### src/rtl/serial_mag_comparator.sv
// Bit-serial N-bit magnitude comparator: one 1-bit comparator slice, fed MSB-first, one bit per clock.
// Optional macro SERCMP_EARLY_EXIT_EN ends the compare on the first differing bit.
`default_nettype none

module serial_mag_comparator #(
  parameter int N = 8
) (
  input  logic         clk,
  input  logic         rst,
  input  logic         start,
  input  logic [N-1:0] a,
  input  logic [N-1:0] b,
  output logic         busy,
  output logic         done,
  output logic         eq,
  output logic         gt,
  output logic         lt
);

  localparam int CW = (N > 1) ? $clog2(N) : 1;

  typedef enum logic [1:0] {
    IDLE = 2'd0,
    RUN  = 2'd1,
    DONE = 2'd2
  } state_t;

  state_t         state;
  state_t         state_next;
  logic [N-1:0]   a_sh;
  logic [N-1:0]   b_sh;
  logic           e;
  logic           g;
  logic [CW-1:0]  cnt;

  logic           a0;
  logic           b0;
  logic           e1;
  logic           g1;
  logic           last_bit;
  logic           finish;

  // The shift registers present the bit selected by cnt at their MSB.
  assign a0 = a_sh[N-1];
  assign b0 = b_sh[N-1];

  assign e1 = e & ~(a0 ^ b0);
  assign g1 = g | (e & a0 & ~b0);

  assign last_bit = (cnt == '0);

`ifdef SERCMP_EARLY_EXIT_EN
  assign finish = last_bit | ~e1;
`else
  assign finish = last_bit;
`endif

  always_comb begin
    state_next = state;
    case (state)
      IDLE:    if (start)  state_next = RUN;
      RUN:     if (finish) state_next = DONE;
      DONE:    state_next = IDLE;
      default: state_next = IDLE;
    endcase
  end

  always_ff @(posedge clk) begin
    if (rst) begin
      state <= IDLE;
      a_sh  <= '0;
      b_sh  <= '0;
      e     <= 1'b1;
      g     <= 1'b0;
      cnt   <= '0;
      eq    <= 1'b0;
      gt    <= 1'b0;
      lt    <= 1'b0;
    end else begin
      state <= state_next;
      case (state)
        IDLE: begin
          if (start) begin
            a_sh <= a;
            b_sh <= b;
            e    <= 1'b1;
            g    <= 1'b0;
            cnt  <= CW'(N - 1);
            eq   <= 1'b0;
            gt   <= 1'b0;
            lt   <= 1'b0;
          end
        end
        RUN: begin
          a_sh <= a_sh << 1;
          b_sh <= b_sh << 1;
          e    <= e1;
          g    <= g1;
          if (!last_bit) cnt <= cnt - CW'(1);
          // On an early exit e1 is 0, so these reduce to eq=0, gt=g1, lt=~g1.
          if (finish) begin
            eq <= e1;
            gt <= g1;
            lt <= ~e1 & ~g1;
          end
        end
        default: ;
      endcase
    end
  end

  assign busy = (state == RUN);
  assign done = (state == DONE);

endmodule

`default_nettype wire
### config.mk
export PLATFORM = sky130hd
export DESIGN_NAME = serial_mag_comparator
export DESIGN_NICKNAME = d
export VERILOG_FILES = /design/src/rtl/serial_mag_comparator.sv
export SDC_FILE = /design/constraint.sdc
export NUM_CORES = 1
export LEC_CHECK = 0
export ABC_AREA = 1
export CORE_UTILIZATION = 50
export DETAILED_ROUTE_END_ITERATION = 10
export GPL_TIMING_DRIVEN = 0
export HOLD_SLACK_MARGIN = 0.05
export PLACE_DENSITY = 0.88
export SYNTH_ARGS = -nofsm -noshare
export SYNTH_HDL_FRONTEND = slang
export SYNTH_SLANG_ARGS = --single-unit
### constraint.sdc
create_clock -name clk -period 1.7 [get_ports clk]
set_input_delay 0.34 -clock clk [delete_from_list [all_inputs] [get_ports clk]]
set_output_delay 0.34 -clock clk [all_outputs]
set_load 0.02 [all_outputs]
==> summary.txt, run 1 <==
Clock network
  – Clk root buf: clkbuf_4
  – CTS H-tree depth: 1
  – CTS max path bufs: 2
  – Worst-Skew Late Latency: 330 ps
  – CTS Sinks: 26
  – Inserted Clock Buffers: 3
  – CTS tree: done
  – # hold bufs at CTS: 0
  – Reg clk slew, reported paths: 160 ps

Route
  – Iter 0 DRT Violations: 17
  – Total number of vias: 1176
  – Post-DRT Antenna Nets: 0
  – Pre-Repair DR Iteration Count: 5
  – WL/cell: 11.2 um
  – Via/cell ratio: 5.03
  – Final WL: 2630 um
  – DR DRC count: 0

Yosys
  – Distinct cells, synth: 17
  – Post-Synth Simple-Gate Area: 33.8%
  – Largest family of logic cells by synthesized area: simple AND/OR/NAND/NOR gates
  – Syn Inst Count: 178
  – Compound-Gate Fraction of Synth Area: 11.3%
  – Syn_area_per_cell: 6.71 um^2
  – Yosys warns: 0
  – Cell Area, Synth: 0.00119 mm^2
  – Post-Synth Adder-Cell Area: 2.10%
  – Sequential area share after synthesis: 43.6%
  – Post-synthesis register bit count: 26
  – Xor/xnor cell area share of the yosys netlist: 0%
  – Net Count, Synth: 199
  – Mux share of post-synthesis cell area: 0%

Placement
  – IO buf count: 23
  – Pre-CTS WS: -109 ps
  – Post-DP HPWL: 1910 um
  – GP Congestion: 0.791
  – Placed Cells: 229

Run
  – Total of max-cap violations: 0

GRT
  – Global-route wire length before repair: 4530 um
  – Largest net degree at the start of global routing: 16
  – Initial antenna violation count: 0
  – Total Routing Usage GR: 23.4%
  – GRT Residual Overflow: 0
  – Vias in the first global route: 1073

Critical path
  – Slowest CP cell: clkdlybuf4s50_1
  – Worst Path Max Fanout: 2
  – Startpoint Class: flop
  – Cell Chain, Critical Path: clkdlybuf4s50_1
  – Buf/Inv on CP: 1
  – Worst Setup Path Type: flop to output pin
  – Max stage delay on crit path: 600 ps
  – Critical Path AT: 1300 ps
  – Required @ worst endpoint: 1360 ps
  – Reg2reg setup slack: 290 ps
  – Largest delay share family, worst path: buffers and inverters
  – Crit. End Element: output pin

Timing
  – Final Hold Viols: 0
  – Final min period: 1640 ps
  – Actual slew at the worst max-slew pin: 425 ps
  – Hold WS: 472 ps
  – Final WS setup: 55.9 ps
  – Setup violators final: 0
  – Worst clock skew: 12.9 ps
  – RSZ-0062 raised after global routing: no
  – Pins over their slew limit: 0
  – Slew HR: 71.7%
  – Fmax achieved: 608 MHz
  – Tcrit/Tclk final: 96.7%

Cells and area
  – Synthesis-to-finish area growth: 28.4%
  – Fin cells: 234
  – Final Util: 68.6%
  – Diodes inserted: 0
  – Fraction of layout cells with a size suffix above 1: 8.74%
  – Nets: 228
  – Filler cells: 194

Floorplanning
  – I/O pin count: 24
  – Die area: 0.00259 mm^2
  – Core area: 0.00223 mm^2
  – Die width: 50.9 um
  – Rows: 17
  – Die Span Y: 50.9 um
  – Initial Util: 53.4%

Status
  – Status: complete, no violations

Pwr
  – Power Dens Cells: 1010 mW/mm^2
  – Leak: 0.719 nW
  – Max VDD drop: 0.802 mV

Min path
  – Hold Crit Class: flop to flop
[area by class of cell]
cell class | count | area [um^2] | area share, %
well taps | 28 | 35.0 | 2.29
multi-input cells | 130 | 572 | 37.3
inverters | 15 | 66.3 | 4.33
repair buffers | 24 | 234 | 15.3
plain buffers | 7 | 51.3 | 3.35
clock inverters | 1 | 30.0 | 1.96
flip-flops and latches | 26 | 522 | 34.0
clock buffers | 3 | 22.5 | 1.47
[placed cells by master (no fill, tap or decap)]
cell             count
buf_4                2
nand2_2              2
nor2_1              32
dfxtp_1             25
o21ai_0             16
dlygate4sd2_1        1
nand2_8              1
a21oi_1              8
inv_8                1
buf_2                2
bufinv_16            1
clkbuf_1             2
dfxtp_2              1
o21ai_1              3
buf_6                3
nand2_1             58
ha_1                 2
clkbuf_4             3
clkdlybuf4s50_1     21
nand3_1              7
inv_1               12
inv_4                1
inv_2                1
nand4_1              1
[cells by family (layout without fill, tap and decap cells)]
family,count (synthesis),in the layout
flip-flops,26,26
buffers and inverters,22,50
adder cells (fa/ha/maj),2,2
AND/OR/NAND/NOR,101,101
AO/OA/AOI/OAI,27,27
[final timing paths]
check,end,startpoint,cells past startpoint
setup / recovery,lt,lt,1
hold / removal,cnt[1],cnt[1],2
setup reg to reg,lt,cnt[0],8
hold reg to reg,cnt[1],cnt[1],2
[flip-flops by register name, indices dropped and copies added (netlist names)]
signal,cells
lt,1
b_sh,8
e,1
eq,1
g,1
gt,1
cnt,3
state,2
a_sh,8
[metrics by stage]
step | TNS [ps] | total power [mW] | cell area [um^2]
floorplan | 0 | 0.985 | 1190
global placement | -93.7 | 1.09 | 1460
detailed placement | -635 | 1.12 | 1460
CTS | 0 | 1.54 | 1510
global route | 0 | 1.63 | 1530
finish | 0 | 1.55 | 1530
[power by group]
group	internal [mW]	total (mW)	switching [mW]
Sequential	0.681	0.720	0.0391
Clock	0.239	0.434	0.196
Combinational	0.171	0.395	0.224
Total	1.09	1.55	0.459
[routing by layer]
metal / vias up / track usage, % / wire length, um
met1: 540 / 27.9 / 1160
met4: 0 / 9.72 / 10
met2: 24 / 42.0 / 1340
li1: 610 / - / -
met5: - / 0 / 0
met3: 2 / 3.27 / 121
[synth_stat cells]
master    count  area (um^2)
nand2_1      58          218
nor2_1       32          120
dfxtp_1      26          521
o21ai_0      16         80.1
inv_1        12         45.0
a21oi_1       8         40.0
nand3_1       7         35.0
buf_6         3         33.8
o21ai_1       3         15.0
buf_2         2         10.0
clkbuf_1      2         7.51
ha_1          2         25.0
inv_2         2         7.51
nand2_2       2         12.5
inv_4         1         6.26
nand2_4       1         11.3
nand4_1       1         6.26
[repair_timing]
| action | 4_1_cts | 5_1_grt |
|---|---|---|
| setup endpoints to repair | 2 | 1 |
| resized for setup | 8 | 3 |
| buffers inserted | 0 | 1 |
| hold endpoints to repair | 0 | 0 |
| pin swaps | 0 | 0 |
(Power assumes the default switching activity.)
==> run 2, diff against run 1 <==
Settings changed: CORE_MARGIN set to 1.5, RECOVER_POWER set to 50.
Clock period 1.7 ns to 1.6 ns, I/O delays scaled along.
==> run 2 against run 1 <==
Effect of this change:
- via count is 1.4% higher
- cell count unchanged
- die area rose by 4.0%
- clock-buffer cell count unchanged
- global-route usage shrank 0.91 points
- utilization down 0.56 points
- register-to-register slack got worse by 100 ps
- first-iteration DRC count up 71%
- final area is 0.82% lower
- clock skew shrank 1.2 ps
- critical endpoint is now busy
- largest power group unchanged
==> summary.txt, run 2 (synthesis results as in run 1) <==
Status
  – Status: complete, no violations

Timing
  – Pins over their slew limit: 0
  – Worst clock skew: 11.7 ps
  – Fmax achieved: 658 MHz
  – Slew HR: 72.1%
  – Final WS setup: 81.2 ps
  – Final Hold Viols: 0
  – Tcrit/Tclk final: 94.9%
  – Setup violators final: 0
  – Actual slew at the worst max-slew pin: 418 ps
  – Final min period: 1520 ps

Placement
  – Post-DP HPWL: 1910 um
  – IO buf count: 23
  – Pre-CTS WS: -181 ps
  – GP Congestion: 0.783

Cells and area
  – Biggest registers after layout: a_sh: 8 flops, b_sh: 8 flops, cnt: 3 flops
  – Multi-input logic area: 569 um^2
  – Synthesis-to-finish area growth: 27.4%
  – Commonest non-fill, non-tap cell in the layout: nand2_1
  – Diodes inserted: 0
  – Nets: 228
  – Final Util: 68.1%
  – Seq. cell area: 522 um^2
  – Filler cells: 195
  – Most frequent cells in the layout: nand2_1 (59), nor2_1 (32), dfxtp_1 (25)
  – Fraction of layout cells with a size suffix above 1: 7.77%

Route
  – Iter 0 DRT Violations: 29
  – Pre-Repair DR Iteration Count: 5
  – DR DRC count: 0
  – Via/cell ratio: 5.10
  – Final WL: 2680 um
  – Total number of vias: 1193
  – Post-DRT Antenna Nets: 0
  – WL/cell: 11.4 um

GRT
  – GRT Residual Overflow: 0
  – Initial antenna violation count: 0
  – Total Routing Usage GR: 22.5%
  – Vias in the first global route: 1128
  – Largest net degree at the start of global routing: 16
  – Global-route wire length before repair: 4580 um

Clock network
  – CTS H-tree depth: 1
  – Reg clk slew, reported paths: 150 ps
  – Clk root buf: clkbuf_4
  – CTS Sinks: 26
  – CTS max path bufs: 2
  – Inserted Clock Buffers: 3
  – Worst-Skew Late Latency: 340 ps
  – # hold bufs at CTS: 0
  – CTS tree: done

Run
  – Total of max-cap violations: 0

Floorplanning
  – Die area: 0.00269 mm^2
  – I/O pin count: 24
  – Die width: 51.9 um
  – Initial Util: 53.4%
  – Rows: 17
  – Core area: 0.00223 mm^2
  – Die Span Y: 51.9 um

Min path
  – Hold Crit Class: flop to flop
  – Hold path cells: 2

Critical path
  – Worst Setup Path Type: flop to output pin
  – Startpoint Class: flop
  – Slowest CP cell: dfxtp_1
  – Cell Chain, Critical Path: inv_2 -> nand2_8 -> inv_6 -> buf_4
  – Max stage delay on crit path: 340 ps
  – Largest delay share family, worst path: buffers and inverters
  – Cell count along the critical path: 4
  – Crit. End Element: output pin
  – Buf/Inv on CP: 3
  – Worst Path Max Fanout: 19
  – Required @ worst endpoint: 1280 ps
  – Worst reg-to-reg path cell count: 7
  – Critical Path AT: 1200 ps

Pwr
  – Max VDD drop: 1.05 mV
  – Leak: 0.722 nW
  – Power Dens Cells: 1080 mW/mm^2
-- run 2: changes by cell type in the layout (fill, tap and decap cells not counted), sizes merged --
cell           previous run  this run
dlygate4sd2               1         3
clkdlybuf4s50            21        17
dlygate4sd3               0         1
buf                       7         5
clkbuf                    5         7
clkdlybuf4s15             0         1
-- run 2: layout make-up --
cell class	instances	share of cell area (%)
Buffer	6	2.55
Clock buffer	3	1.48
Clock inverter	1	1.98
Inverter	15	4.20
Multi-Input combinational cell	130	37.4
Sequential cell	26	34.3
Tap cell	28	2.30
Timing Repair Buffer	25	15.7
-- run 2: worst paths after layout --
path / from / end / slack (ps)
max: state[1] / busy / 80
min: cnt[2] / cnt[2] / 470
max reg2reg: state[1] / b_sh[6] / 190
min reg2reg: cnt[2] / cnt[2] / 470
-- run 2: tightest hold or removal path, delay by kind of cell, from the launching register on --
kind / cells / cell delay (ps)
compound gates: 1 / 60
buf+inv: 1 / 60
flops: 1 / 330
-- run 2: power breakdown --
group,switching (mW),internal (mW)
Clock,0.212,0.254
Combinational,0.236,0.169
Sequential,0.0422,0.723
Total,0.491,1.15
-- run 2: metrics by stage --
stage	power, mW	cell area (um^2)	TNS [ps]	hold slack (ps)	std cells
floorplan	1.05	1190	0	389	178
global placement	1.16	1460	-885	440	229
detailed placement	1.19	1460	-1620	455	229
CTS	1.64	1510	-14.0	475	233
global route	1.73	1520	-12.3	503	234
finish	1.64	1520	0	473	234
-- run 2: timing repair --
action / in CTS / in global routing
endpoints found under the setup margin: 5 / 1
setup buffers: 0 / 2
gates resized for setup: 12 / 2
pin swaps: 0 / 0
-- run 2: layer usage --
metal / track usage [%] / wire, um / vias to the layer above
met5: 0 / 0 / -
met4: 7.46 / 27 / 0
met3: 5.17 / 134 / 4
met2: 39.7 / 1360 / 29
met1: 26.7 / 1150 / 549
li1: - / - / 611
==> run 3, diff against run 2 <==
Settings changed: PLACE_DENSITY 0.88 to 0.85, TNS_END_PERCENT set to 50.
==> run 3 against run 2 <==
Effect of this change:
- flip-flop and latch count stayed put
- cell count stayed put
- critical path type unchanged
- final area is 0.16% higher
- power is 7.2% lower
- largest power group unchanged
- largest cell class unchanged
- routed wire length is 4.4% lower
- clock power is 27% lower
==> summary.txt, run 3 (synthesis results as in run 1) <==
Floorplanning
  – Die width: 51.9 um
  – Initial Util: 53.4%
  – Core area: 0.00223 mm^2
  – Rows: 17
  – Die Span Y: 51.9 um
  – I/O pin count: 24
  – Die area: 0.00269 mm^2

Route
  – WL/cell: 10.9 um
  – Iter 0 DRT Violations: 16
  – Pre-Repair DR Iteration Count: 4
  – DR DRC count: 0
  – Total number of vias: 1138
  – Post-DRT Antenna Nets: 0
  – Final WL: 2560 um
  – Via/cell ratio: 4.86

GRT
  – GRT Residual Overflow: 0
  – Initial antenna violation count: 0
  – Total Routing Usage GR: 20.6%
  – Vias in the first global route: 1020
  – Global-route wire length before repair: 4180 um
  – Largest net degree at the start of global routing: 15

Cells and area
  – Nets: 228
  – Diodes inserted: 0
  – Filler cells: 205
  – Seq. cell area: 524 um^2
  – Multi-input logic area: 572 um^2
  – Biggest registers after layout: a_sh: 8 flops, b_sh: 8 flops, cnt: 3 flops
  – Synthesis-to-finish area growth: 27.6%
  – Fraction of layout cells with a size suffix above 1: 8.74%
  – Most frequent cells in the layout: nand2_1 (58), nor2_1 (32), dfxtp_1 (25)
  – Commonest non-fill, non-tap cell in the layout: nand2_1

Min path
  – Hold EP: cnt[1]
  – Min-Delay Startpoint: cnt[1]
  – Hold Crit Class: flop to flop
  – Hold path cells: 2

Clock network
  – Inserted Clock Buffers: 3
  – Clk root buf: clkbuf_4
  – Reg clk slew, reported paths: 140 ps
  – CTS Sinks: 26
  – CTS max path bufs: 2
  – CTS tree: done
  – Worst-Skew Late Latency: 330 ps
  – # hold bufs at CTS: 0
  – CTS H-tree depth: 1

Timing
  – Setup violators final: 0
  – Final Hold Viols: 0
  – Hold WS: 469 ps
  – Pins over their slew limit: 0
  – Final WS setup: 38.4 ps
  – Tcrit/Tclk final: 97.6%
  – Fmax achieved: 640 MHz
  – Worst clock skew: 3.49 ps
  – Final min period: 1560 ps
  – Slew HR: 73.7%
  – Actual slew at the worst max-slew pin: 394 ps

Run
  – Total of max-cap violations: 0

Placement
  – IO buf count: 23
  – Post-DP HPWL: 1870 um
  – Pre-CTS WS: -177 ps
  – GP Congestion: 0.762

Critical path
  – Worst Path Max Fanout: 10
  – Worst reg-to-reg path cell count: 8
  – Crit. End Element: output pin
  – Worst r2r src: cnt[0]
  – R2R Path End: lt
  – Worst Setup Path Type: flop to output pin
  – Required @ worst endpoint: 1280 ps
  – Startpoint Class: flop
  – Reg2reg setup slack: 210 ps
  – Critical Path AT: 1240 ps

Pwr
  – Max VDD drop: 0.615 mV
  – Leak: 0.738 nW
  – Power Dens Cells: 997 mW/mm^2

Status
  – Status: complete, no violations
run 3: layout make-up:
| type | count | area share (%) |
|---|---|---|
| buffer | 7 | 3.62 |
| timing repair buffer | 24 | 15.4 |
| multi-input combinational | 130 | 37.6 |
| sequential | 26 | 34.4 |
| tap | 28 | 2.30 |
| inverter | 15 | 4.35 |
| clock buffer | 4 | 2.38 |
run 3: report_power, final:
| group | total (mW) | switching (mW) | internal [mW] |
|---|---|---|---|
| combinational | 0.415 | 0.237 | 0.178 |
| clock | 0.340 | 0.200 | 0.139 |
| sequential | 0.764 | 0.0405 | 0.723 |
run 3: worst max-delay path: stages (launching register included):
cell and delay [ps]:
dfxtp_1 340, inv_2 110, nand2_8 100, inv_8 90, buf_8 130, buf_4 140
run 3: repair_timing:
item                       4_1_cts  5_1_grt
resized for setup               11        5
setup buffers                    0        1
pin swaps                        0        1
setup endpoints to repair        4        2
run 3: layer usage:
layer  wire length, um  up-vias  GRT usage [%]  share of wire, %
li1                  -      615              -                 -
met1              1150      500           25.1                45
met2              1290       19           36.3                51
met3                89        4           3.74               3.5
met4                25        0           6.58              0.98
met5                 0        -              0                 0
run 3: worst max path at each step:
stage	startpoint	depth (start not counted)	to
4_1_cts	state[1]	5	busy
5_1_grt	state[1]	5	busy
3_5_place_dp	state[0]	4	busy
6_report	state[1]	5	busy
3_3_place_gp	state[0]	4	busy
2_1_floorplan	cnt[0]	9	gt
run 3: per-stage QoR:
stage	TNS, ps	area, um^2	power (mW)	instances	util [%]
floorplan	0	1190	1.05	178	-
global placement	-839	1460	1.16	229	65.3
detailed placement	-921	1460	1.18	229	65.3
CTS	-5.37	1500	1.51	233	66.9
global route	-16.3	1520	1.60	234	68.2
finish	0	1520	1.52	234	68.2
